[config.mk]
export PLATFORM = sky130hd
export DESIGN_NAME = spi_master_param
export DESIGN_NICKNAME = d
export VERILOG_FILES = /design/src/rtl/spi_master_param.sv
export SDC_FILE = /design/constraint.sdc
export NUM_CORES = 1
export LEC_CHECK = 0
export CORE_ASPECT_RATIO = 1.4
export CORE_MARGIN = 2
export CORE_UTILIZATION = 53
export DETAILED_ROUTE_END_ITERATION = 10
export GPL_TIMING_DRIVEN = 0
export PLACE_DENSITY_LB_ADDON = 0.08
export RECOVER_POWER = 50
export SETUP_SLACK_MARGIN = 0.02
export SYNTH_ARGS = -nofsm -noshare
export SYNTH_HDL_FRONTEND = slang
export SYNTH_SLANG_ARGS = --single-unit
[constraint.sdc]
create_clock -name clk -period 1.92 [get_ports clk]
set_input_delay 0.384 -clock clk [delete_from_list [all_inputs] [get_ports clk]]
set_output_delay 0.384 -clock clk [all_outputs]
set_load 0.01 [all_outputs]
[src/rtl/spi_master_param.sv]
// SPI master with configurable width, SCLK divider and chip-select count, plus runtime CPOL/CPHA.
// Define SPI_LOOPBACK_EN to feed MOSI back into the receive path in place of MISO.
module spi_master_param #(
  parameter int DW        = 11,
  parameter int HALF_DIV  = 25,
  parameter int NCS       = 2,
  parameter int MSB_FIRST = 1,
  localparam int CSW      = (NCS > 1) ? $clog2(NCS) : 1,
  localparam int DIVW     = $clog2(HALF_DIV)
) (
  input  logic           clk,
  input  logic           clr,
  input  logic           st,
  input  logic [CSW-1:0] cs_sel,
  input  logic           cpol,
  input  logic           cpha,
  input  logic [DW-1:0]  tx_dat,
  input  logic           MISO,
  output logic           MOSI,
  output logic           SCLK,
  output logic [NCS-1:0] SS_n,
  output logic [DW-1:0]  rx_dat,
  output logic           busy,
  output logic           end_TX,
  output logic [7:0]     cb_bit
);
  typedef enum logic [1:0] {IDLE, ACTIVE, GUARD} state_t;

  state_t          state, state_nx;
  logic [DIVW-1:0] div;
  logic [DW-1:0]   sr_tx, sr_rx, sr_tx_nx, sr_rx_nx;
  logic [CSW-1:0]  cs_q;
  logic            cpol_q, cpha_q, arm;
  logic            accept, ce_tact, last_edge, lead, trail, drive, sample, done;
  logic            rx_in, tx_bit;

`ifdef SPI_LOOPBACK_EN
  logic unused_miso;
  assign unused_miso = MISO;
  assign rx_in = MOSI;
`else
  assign rx_in = MISO;
`endif

  always_ff @(posedge clk) begin
    if (clr) state <= IDLE;
    else     state <= state_nx;
  end

  // arm marks the cycle between accepting st and asserting SS; busy is still low then
  always_comb begin
    state_nx  = state;
    ce_tact   = (state != IDLE) && (div == DIVW'(HALF_DIV - 1));
    last_edge = (cb_bit == 8'(2 * DW - 1));
    accept    = (state == IDLE) && !arm && !end_TX && st && (int'(cs_sel) < NCS);
    lead      = ce_tact && (state == ACTIVE) && !cb_bit[0];
    trail     = ce_tact && (state == ACTIVE) && cb_bit[0];
    drive     = (arm && !cpha_q) || (lead && cpha_q) || (trail && !cpha_q && !last_edge);
    sample    = (lead && !cpha_q) || (trail && cpha_q);
    done      = ce_tact && (state == GUARD);
    case (state)
      IDLE:    if (arm) state_nx = ACTIVE;
      ACTIVE:  if (trail && last_edge) state_nx = GUARD;
      GUARD:   if (done) state_nx = IDLE;
      default: state_nx = IDLE;
    endcase
  end

  always_comb begin
    tx_bit   = 1'b0;
    sr_tx_nx = sr_tx;
    sr_rx_nx = sr_rx;
    if (MSB_FIRST != 0) begin
      tx_bit   = sr_tx[DW-1];
      sr_tx_nx = {sr_tx[DW-2:0], 1'b0};
      sr_rx_nx = {sr_rx[DW-2:0], rx_in};
    end else begin
      tx_bit   = sr_tx[0];
      sr_tx_nx = {1'b0, sr_tx[DW-1:1]};
      sr_rx_nx = {rx_in, sr_rx[DW-1:1]};
    end
  end

  always_ff @(posedge clk) begin
    if (clr) begin
      SS_n   <= '1;
      SCLK   <= 1'b0;
      MOSI   <= 1'b0;
      rx_dat <= '0;
      busy   <= 1'b0;
      end_TX <= 1'b0;
      cb_bit <= '0;
      div    <= '0;
      sr_tx  <= '0;
      sr_rx  <= '0;
      cs_q   <= '0;
      cpol_q <= 1'b0;
      cpha_q <= 1'b0;
      arm    <= 1'b0;
    end else begin
      end_TX <= 1'b0;
      if (accept) begin
        sr_tx  <= tx_dat;
        sr_rx  <= '0;
        cs_q   <= cs_sel;
        cpol_q <= cpol;
        cpha_q <= cpha;
        div    <= '0;
        cb_bit <= '0;
        arm    <= 1'b1;
      end
      if (arm) begin
        arm  <= 1'b0;
        SS_n <= ~(NCS'(1) << cs_q);
        busy <= 1'b1;
        SCLK <= cpol_q;
      end
      if (state != IDLE) div <= ce_tact ? '0 : div + 1'b1;
      if (ce_tact && (state == ACTIVE)) begin
        SCLK   <= ~SCLK;
        cb_bit <= cb_bit + 8'd1;
      end
      if (drive) begin
        MOSI  <= tx_bit;
        sr_tx <= sr_tx_nx;
      end
      if (sample) sr_rx <= sr_rx_nx;
      if (done) begin
        SS_n   <= '1;
        busy   <= 1'b0;
        rx_dat <= sr_rx;
        end_TX <= 1'b1;
        MOSI   <= 1'b0;
      end
    end
  end
endmodule

Word-level counts from Yosys, hierarchy flattened
Cells that the tools add are included.
{"block": "totals", "input_bits": 18, "reg_bits": 58, "wordCells": 79}
{"block": "op_classes", "shift": 1, "eq_ne": 7, "n_bitwise": 2, "muxes": 17, "n_reduce_logical": 34, "addsub": 2}
{"op": "$mux 11", "count": 4}
{"op": "$mux 8", "count": 2}
{"op": "$logic_and 1x1->1", "count": 15}
{"op": "$mux 5", "count": 3}
{"op": "$reduce_bool 2->1", "count": 6}
{"op": "$add 8x1->8 const B", "count": 1}
{"op": "$eq 8x5->1 const B", "count": 1}
{"op": "$mux 2", "count": 3}
{"op": "$pmux 2 s3", "count": 1}
{"op": "$reduce_or 2->1", "count": 3}
{"op": "$add 5x1->5 const B", "count": 1}
{"op": "$eq 5x5->1 const B", "count": 1}
{"op": "$logic_not 1->1", "count": 5}
{"op": "$mux 1", "count": 4}
{"op": "$ne 2x2->1 const B", "count": 2}
{"op": "$logic_or 1x1->1", "count": 3}
{"op": "$reduce_and 3->1", "count": 1}
{"op": "$eq 2x1->1 const B", "count": 1}
{"op": "$eq 2x2->1 const B", "count": 1}
{"op": "$logic_not 2->1", "count": 1}
{"op": "$ne 2x1->1 const B", "count": 1}
{"op": "$not 2->2", "count": 1}
{"op": "$shl 1x1->2 const A", "count": 1}
{"op": "$not 1->1", "count": 1}

Depth between registers and ports, before layout
Gate-level depths: netlist of the first run.
{"block": "logic_depth", "depth_word": 8, "ltp_mapped": 8, "mapped_depth_nobuf": 6}

Least setup slack after synthesis of the first run
No wires, ideal clock.
{"block": "synth_path", "path_type": "register -> register", "from": "register cb_bit[0]", "to": "register sr_tx[10]", "synth_period_minus_slack_ns": 1.798, "t_required_ns": 1.775, "arrival_ns": 1.653, "n_path_buf": 0, "path_slack_ns": 0.122, "path_stages_with_launch": 6, "path_cell_list": "dfxtp_1 > ha_1 > or4b_4 > o2111a_1 > nor2_8 > a311oi_2"}
{"block": "synth_between", "elab_chain_cells": 6, "elab_cells_between_ends": 12, "cone_classes": "1 x eq/ne; 1 x mux; 10 x reduce/logical"}
{"item": "start, declared", "line_no": "25", "text": "output logic [7:0] cb_bit"}
{"item": "start signal, assigned", "line_no": "121", "text": "cb_bit <= cb_bit + 8'd1;"}
{"item": "branches (longest 4 deep; another with $eq 8x5->1)"}
{"item": "$logic_or 1x1->1 *", "line_no": "58", "text": "drive = (arm && !cpha_q) || (lead && cpha_q) || (trail && !cpha_q && !last_edge);"}
{"item": "$mux 11 or $reduce_bool 2->1 (tied branches)"}
{"item": "end signal, assigned", "line_no": "103", "text": "sr_tx <= tx_dat;"}
{"item": "end signal, assigned", "line_no": "125", "text": "sr_tx <= sr_tx_nx;"}
{"item": "end, declared", "line_no": "31", "text": "logic [DW-1:0] sr_tx, sr_rx, sr_tx_nx, sr_rx_nx;"}
Mark *: on every way between the ends.
A chain may end at the register's enable or synchronous reset.

Worst setup path in the final report of the first run
{"block": "layout_path", "from": "register cb_bit[1]", "to": "register sr_tx[6]"}
{"block": "layout_between", "elab_chain_cells": 5, "elab_cells_between_ends": 6, "cone_classes": "1 x eq/ne; 1 x mux; 4 x reduce/logical"}
{"item": "$eq 8x5->1 *", "line_no": "54", "text": "last_edge = (cb_bit == 8'(2 * DW - 1));"}
{"item": "$logic_not 1->1 *", "line_no": "58"}
{"item": "$logic_and 1x1->1 *", "line_no": "58"}
{"item": "$logic_or 1x1->1 *", "line_no": "58"}
{"item": "$mux 11 or $reduce_bool 2->1 (tied branches)"}
Mark *: on every way between the ends. The rest lies on a longest branch, timed or not.

==> impl_metrics.ini, run 1 <==
[timing]
max-slew-margin-rel = 0.668
hold_viol = 0
finalCritPeriodShare = 0.953
slew_viol_final = 0
fin_worst_skew_ns = 0.00982
hold_slack_ns = 0.452
final.setup.tns_ns = 0
fmax_mhz = 546
rsz0062_at_grt = yes
worstMarginPinSlew_ns = 0.498
setup_viol = 0
final.min_clock_period_ns = 1.83

[worst_setup_path]
critPathCaptureType = flop
cp_max_fo = 5
start_kind = flop
critical-path-top-delay-family = simple AND/OR/NAND/NOR gates
arrival_ns = 2.04
critPathKind = flop to flop
path_cells = inv_1 > ha_1 > or4b_4 > o2111a_2 > nor2_4 > a311oi_2
cp_slowest_cell = or4b_4
path_buf_inv = 1
critPathMaxStageDelay_ns = 0.48
cp.required_ns = 2.13

[synth]
synthCells = 307
synth_ff_type = dfxtp_1
ys_types = 43
ys_ff_latch = 58
yosysWarnings = 0
synth_edf_count = 0
syn-num-nets = 329
async_flop_share = 0
synth_area_mm2 = 0.00260
synth.avg_cell_area_um2 = 8.46
ys_seq_area_frac = 0.447

[placement]
routabilityCongestion = 0.858
port_buffers = 42
dp_cells = 413
dp_hpwl_um = 4250
dpl_cell_area_mm2 = 0.00310

[global_route]
grt_start_max_net_pins = 13
grt.overflow.total = 0
grt_antenna_before_repair = 0
grtUsageTotal = 0.245
grt_pass1_vias = 2372
grt_first_pass_wirelength_um = 10400

[cts]
cts_root_buf = clkbuf_8
clk_pin_slew_ns = 0.07
cts.sinks = 58
clockBufferDepth = 2
numCtsBuffers = 9
hold_buffers = 0
htree_levels = 3
clk_latency_ns = 0.34
cts_tree = done

[hold_path]
hp-class = flop to flop

[power]
ir_drop_mv = 0.505
leakagePower_nw = 1.18
power_density_mw_per_mm2 = 754
power_mw = 2.52

[final_layout]
stdcell_count = 429
drive_gt1_frac = 0.137
fill_cells = 423
final_nets = 382
stdcell_area_mm2 = 0.00334
area_delta_synth_final_pct = 28.4
n_antenna_cell = 0

[run_status]
outcome = finished, final reports clean

[drt]
drt-total-wl_um = 6100
ant_nets = 0
drtPass1Iterations = 4
routed_via_density = 5.52
routedWlPerCell_um = 14.2
drt_iter0_markers = 161
route.vias.total = 2370
drcViolationCount = 0

[die]
start_util = 0.545
fp.dieH_um = 86.8
die_area_mm2 = 0.00548
boundaryPins = 43
core-area_mm2 = 0.00477
fp.dieW_um = 63.2
fp-row-count = 30

[flow_run]
drv_cap = 0
per-stage QoR:
step                      utilization  setup WS [ns]
after floorplan                     -          0.122
after global placement          0.650         -0.317
after detailed placement        0.650         -0.294
after CTS                       0.691         0.0361
after global routing            0.700        0.00464
final                           0.700         0.0900
final cells by class:
class                           instances  area (um2)  share of cell area
Multi-Input combinational cell        224        1370               0.410
Timing Repair Buffer                   43         428               0.128
Tap cell                               64        80.1              0.0240
Sequential cell                        58        1160               0.349
Clock buffer                           11         141              0.0424
Clock inverter                          5        30.0             0.00900
Inverter                                5        18.8             0.00563
Buffer                                 19         105              0.0315
sequential cells by signal (all words and copies together), names as in the netlist:
signal,flops
MOSI,1
SCLK,1
SS_n,2
arm,1
busy,1
cb_bit,8
cpha_q,1
cpol_q,1
cs_q,1
div,5
end_TX,1
rx_dat,11
sr_rx,11
sr_tx,11
state,2
cells in the final DEF, fill, tap and decap left out, types with 2 or more instances in the layout:
| master | count |
|---|---|
| a211oi_1 | 5 |
| a21oi_1 | 44 |
| a22oi_1 | 2 |
| a311oi_1 | 3 |
| a311oi_2 | 9 |
| a31oi_1 | 2 |
| a41oi_1 | 2 |
| and2_1 | 2 |
| buf_2 | 3 |
| buf_4 | 2 |
| buf_6 | 3 |
| clkbuf_1 | 10 |
| clkbuf_2 | 3 |
| clkbuf_8 | 10 |
| clkdlybuf4s50_1 | 18 |
| clkinv_2 | 3 |
| clkinvlp_4 | 2 |
| dfxtp_1 | 56 |
| dfxtp_2 | 2 |
| dlygate4sd3_1 | 24 |
| ha_1 | 3 |
| inv_1 | 4 |
| nand2_1 | 68 |
| nand2b_1 | 3 |
| nand3_1 | 18 |
| nand3b_1 | 3 |
| nor2_1 | 14 |
| nor2b_1 | 4 |
| nor3_1 | 7 |
| nor4_1 | 3 |
| o21ai_0 | 5 |
| o21ai_1 | 2 |
| xnor2_1 | 4 |
per-layer routing:
layer / vias to the layer above / GRT usage / share of wire
met2: 57 / 0.428 / 0.50
met3: 15 / 0.0442 / 0.040
li1: 1197 / - / -
met5: - / 0 / 0
met4: 0 / 0.156 / 0.029
met1: 1101 / 0.273 / 0.43
where the power goes:
group	total, mW	switching, mW	internal (mW)
clock network	0.992	0.496	0.496
registers	1.26	0.0234	1.24
logic	0.260	0.146	0.114
Yosys cell counts, drive strengths merged (4+ instances only):
library cell | n | area [um2]
ha | 4 | 50.1
nor2 | 16 | 76.3
nor3 | 7 | 35.0
nor2b | 4 | 25.0
xnor2 | 4 | 35.0
nand3 | 18 | 90.1
a311oi | 12 | 161
dfxtp | 58 | 1160
nand2 | 69 | 259
clkbuf | 14 | 52.6
inv | 5 | 18.8
a211oi | 5 | 37.5
o21ai | 7 | 35.0
buf | 7 | 46.3
a21oi | 44 | 220
path summary, 6_finish.rpt:
check,startpoint,end,slack (ns),cells after the start
max,cb_bit[1],sr_tx[6],0.09,6
min,rx_dat[9],rx_dat[9],0.45,2
max reg2reg,cb_bit[1],sr_tx[6],0.09,6
min reg2reg,rx_dat[9],rx_dat[9],0.45,2
kinds of logic (layout without fill, tap and decap cells):
group | count (synthesis) | in the layout | synth area share
simple gates | 135 | 136 | 0.255
compound gates | 79 | 79 | 0.216
mux | 1 | 1 | 0.00385
buf+inv | 26 | 83 | 0.0453
xor+xnor | 4 | 4 | 0.0135
fa+ha+maj | 4 | 4 | 0.0193
flops | 58 | 58 | 0.447
worst min-delay path, cell delays in order, from the launching register on:
cell,delay [ns]
dfxtp_1,0.31
nand2_1,0.05
a21oi_1,0.05
timing repair:
item | 4_1_cts | 5_1_grt
cloned | 1 | 0
setup endpoints to repair | 30 | 44
hold endpoints to repair | 0 | 0
resized for setup | 6 | 11
pin swaps | 2 | 3
setup buffers | 0 | 1
Power figures use the tool's default switching activity.
==> run 2: changes to the inputs <==
--- a/config.mk
+++ b/config.mk
@@ -6,7 +6,6 @@
 export NUM_CORES = 1
 export LEC_CHECK = 0
 export CORE_ASPECT_RATIO = 1.4
-export CORE_MARGIN = 2
 export CORE_UTILIZATION = 53
 export DETAILED_ROUTE_END_ITERATION = 10
 export GPL_TIMING_DRIVEN = 0
==> run 2 against run 1 <==
- non-clock buffer count rose by 7
- worst hold slack improved by 0.0011 ns
- clock power rose by 52%
- worst setup slack got worse by 0.050 ns
- cell count rose by 1.2%
- critical endpoint is now sr_tx[0]
- combinational power barely moved
- routed wire length rose by 8.3%
- core utilization rose by 5.8 points
- critical path depth did not move
==> impl_metrics.ini, run 2 (synthesis gave the netlist of run 1 again) <==
[run_status]
outcome = finished, final reports clean

[final_layout]
layout_commonest_cell = nand2_1
final_nets = 389
n_antenna_cell = 0
area_delta_synth_final_pct = 34.3
layout_common_cells = 68 x nand2_1, 56 x dfxtp_1, 44 x a21oi_1
drive_gt1_frac = 0.156
reg_top3 = rx_dat (11), sr_rx (11), sr_tx (11)

[flow_run]
drv_cap = 0

[drt]
ant_nets = 0
routedWlPerCell_um = 15.2
dr_wl_met3_um = 294
drt-total-wl_um = 6610
drcViolationCount = 0
drtPass1Iterations = 4
m1WireLength_um = 2790
drt_iter0_markers = 204
route.vias.total = 2456
routed_via_density = 5.66
highest_layer = met4
wl_met2_um = 3360

[worst_setup_path]
critPathCaptureType = flop
path_cells = inv_2 > ha_4 > or4b_4 > o2111a_2 > buf_4 > nor4_1
start_kind = flop
critical-path-top-delay-family = simple AND/OR/NAND/NOR gates
cp_max_fo = 3
critPathKind = flop to flop
cp.required_ns = 2.15
cp_slowest_cell = or4b_4
critPathMaxStageDelay_ns = 0.49
path_buf_inv = 2
arrival_ns = 2.11

[global_route]
grtUsageTotal = 0.269
grt_antenna_before_repair = 0
grt_start_max_net_pins = 17
grt_first_pass_wirelength_um = 10200
grt_pass1_vias = 2215
grt.overflow.total = 0

[cts]
cts_tree = done
clk_latency_ns = 0.34
htree_levels = 3
clockBufferDepth = 2
cts_root_buf = clkbuf_8
cts.sinks = 58
numCtsBuffers = 9
clk_pin_slew_ns = 0.07

[timing]
fin_worst_skew_ns = 0.00555
finalCritPeriodShare = 0.979
rsz0062_at_grt = yes
slew_viol_final = 0
max-slew-margin-rel = 0.538
setup_viol = 0
final.min_clock_period_ns = 1.88
fmax_mhz = 532
worstMarginPinSlew_ns = 0.693
final.setup.tns_ns = 0
hold_viol = 0

[die]
fp-row-count = 29
fp.dieH_um = 84.8
boundaryPins = 43
core-area_mm2 = 0.00461
fp.dieW_um = 61.2
start_util = 0.564
die_area_mm2 = 0.00519

[hold_path]
hp-class = flop to flop

[power]
leakagePower_nw = 1.26
ir_drop_mv = 0.615
power_density_mw_per_mm2 = 870
power_mw = 3.04

[placement]
dp_hpwl_um = 4190
port_buffers = 42
routabilityCongestion = 0.844
[run 2: changes by cell type in the layout (fill, tap and decap cells not counted), sizes merged]
cell	before	now
bufinv	0	4
clkbuf	23	27
buf	8	11
clkinv	3	1
clkinvlp	2	0
[run 2: final timing paths]
kind / startpoint / endpoint / slack [ns] / cells past startpoint
worst max-delay path: cb_bit[1] / sr_tx[0] / 0.04 / 6
worst min-delay path: rx_dat[10] / rx_dat[10] / 0.45 / 2
worst max register to register: cb_bit[1] / sr_tx[0] / 0.04 / 6
worst min register to register: rx_dat[10] / rx_dat[10] / 0.45 / 2
[run 2: layer usage]
layer | vias up | GRT usage
met1 | 1157 | 0.322
met5 | - | 0
met2 | 68 | 0.429
met4 | 0 | 0.122
met3 | 15 | 0.0869
li1 | 1216 | -
[run 2: power by group]
| group | switching [mW] | total, mW | internal [mW] | leakage [nW] |
|---|---|---|---|---|
| registers | 0.0245 | 1.26 | 1.24 | 0.472 |
| logic | 0.148 | 0.260 | 0.112 | 0.652 |
| clock network | 0.487 | 1.51 | 1.03 | 0.134 |
| total | 0.660 | 3.04 | 2.38 | 1.26 |
[run 2: tightest hold or removal path, cell delays in order (launching register included)]
cell     delay, ns
dfxtp_1       0.31
nand2_1       0.05
a21oi_1       0.05
[run 2: cell type report]
class / count / area [um2]
Tap cell: 62 / 77.6
Timing Repair Buffer: 49 / 473
Clock buffer: 11 / 141
Sequential cell: 58 / 1170
Clock inverter: 5 / 125
Multi-Input combinational cell: 224 / 1380
Buffer: 20 / 105
Inverter: 5 / 18.8
Fill cell: 336 / 1120
[run 2: repair_timing]
action	4_1_cts	5_1_grt
pin swaps	0	6
setup endpoints to repair	26	41
hold buffers	0	0
resized for setup	4	17
setup buffers	0	7
gates cloned	0	1
[run 2: metrics by stage]
step                setup slack [ns]  hold WS, ns  std cells  area, um2  utilization
finish                        0.0399        0.454        434       3490        0.757
global route                  -0.102        0.469        434       3490        0.757
CTS                         -0.00475        0.457        426       3360        0.730
detailed placement            -0.305        0.448        411       3100        0.672
global placement              -0.284        0.445        411       3100        0.672
floorplan                      0.122        0.432        307       2600            -
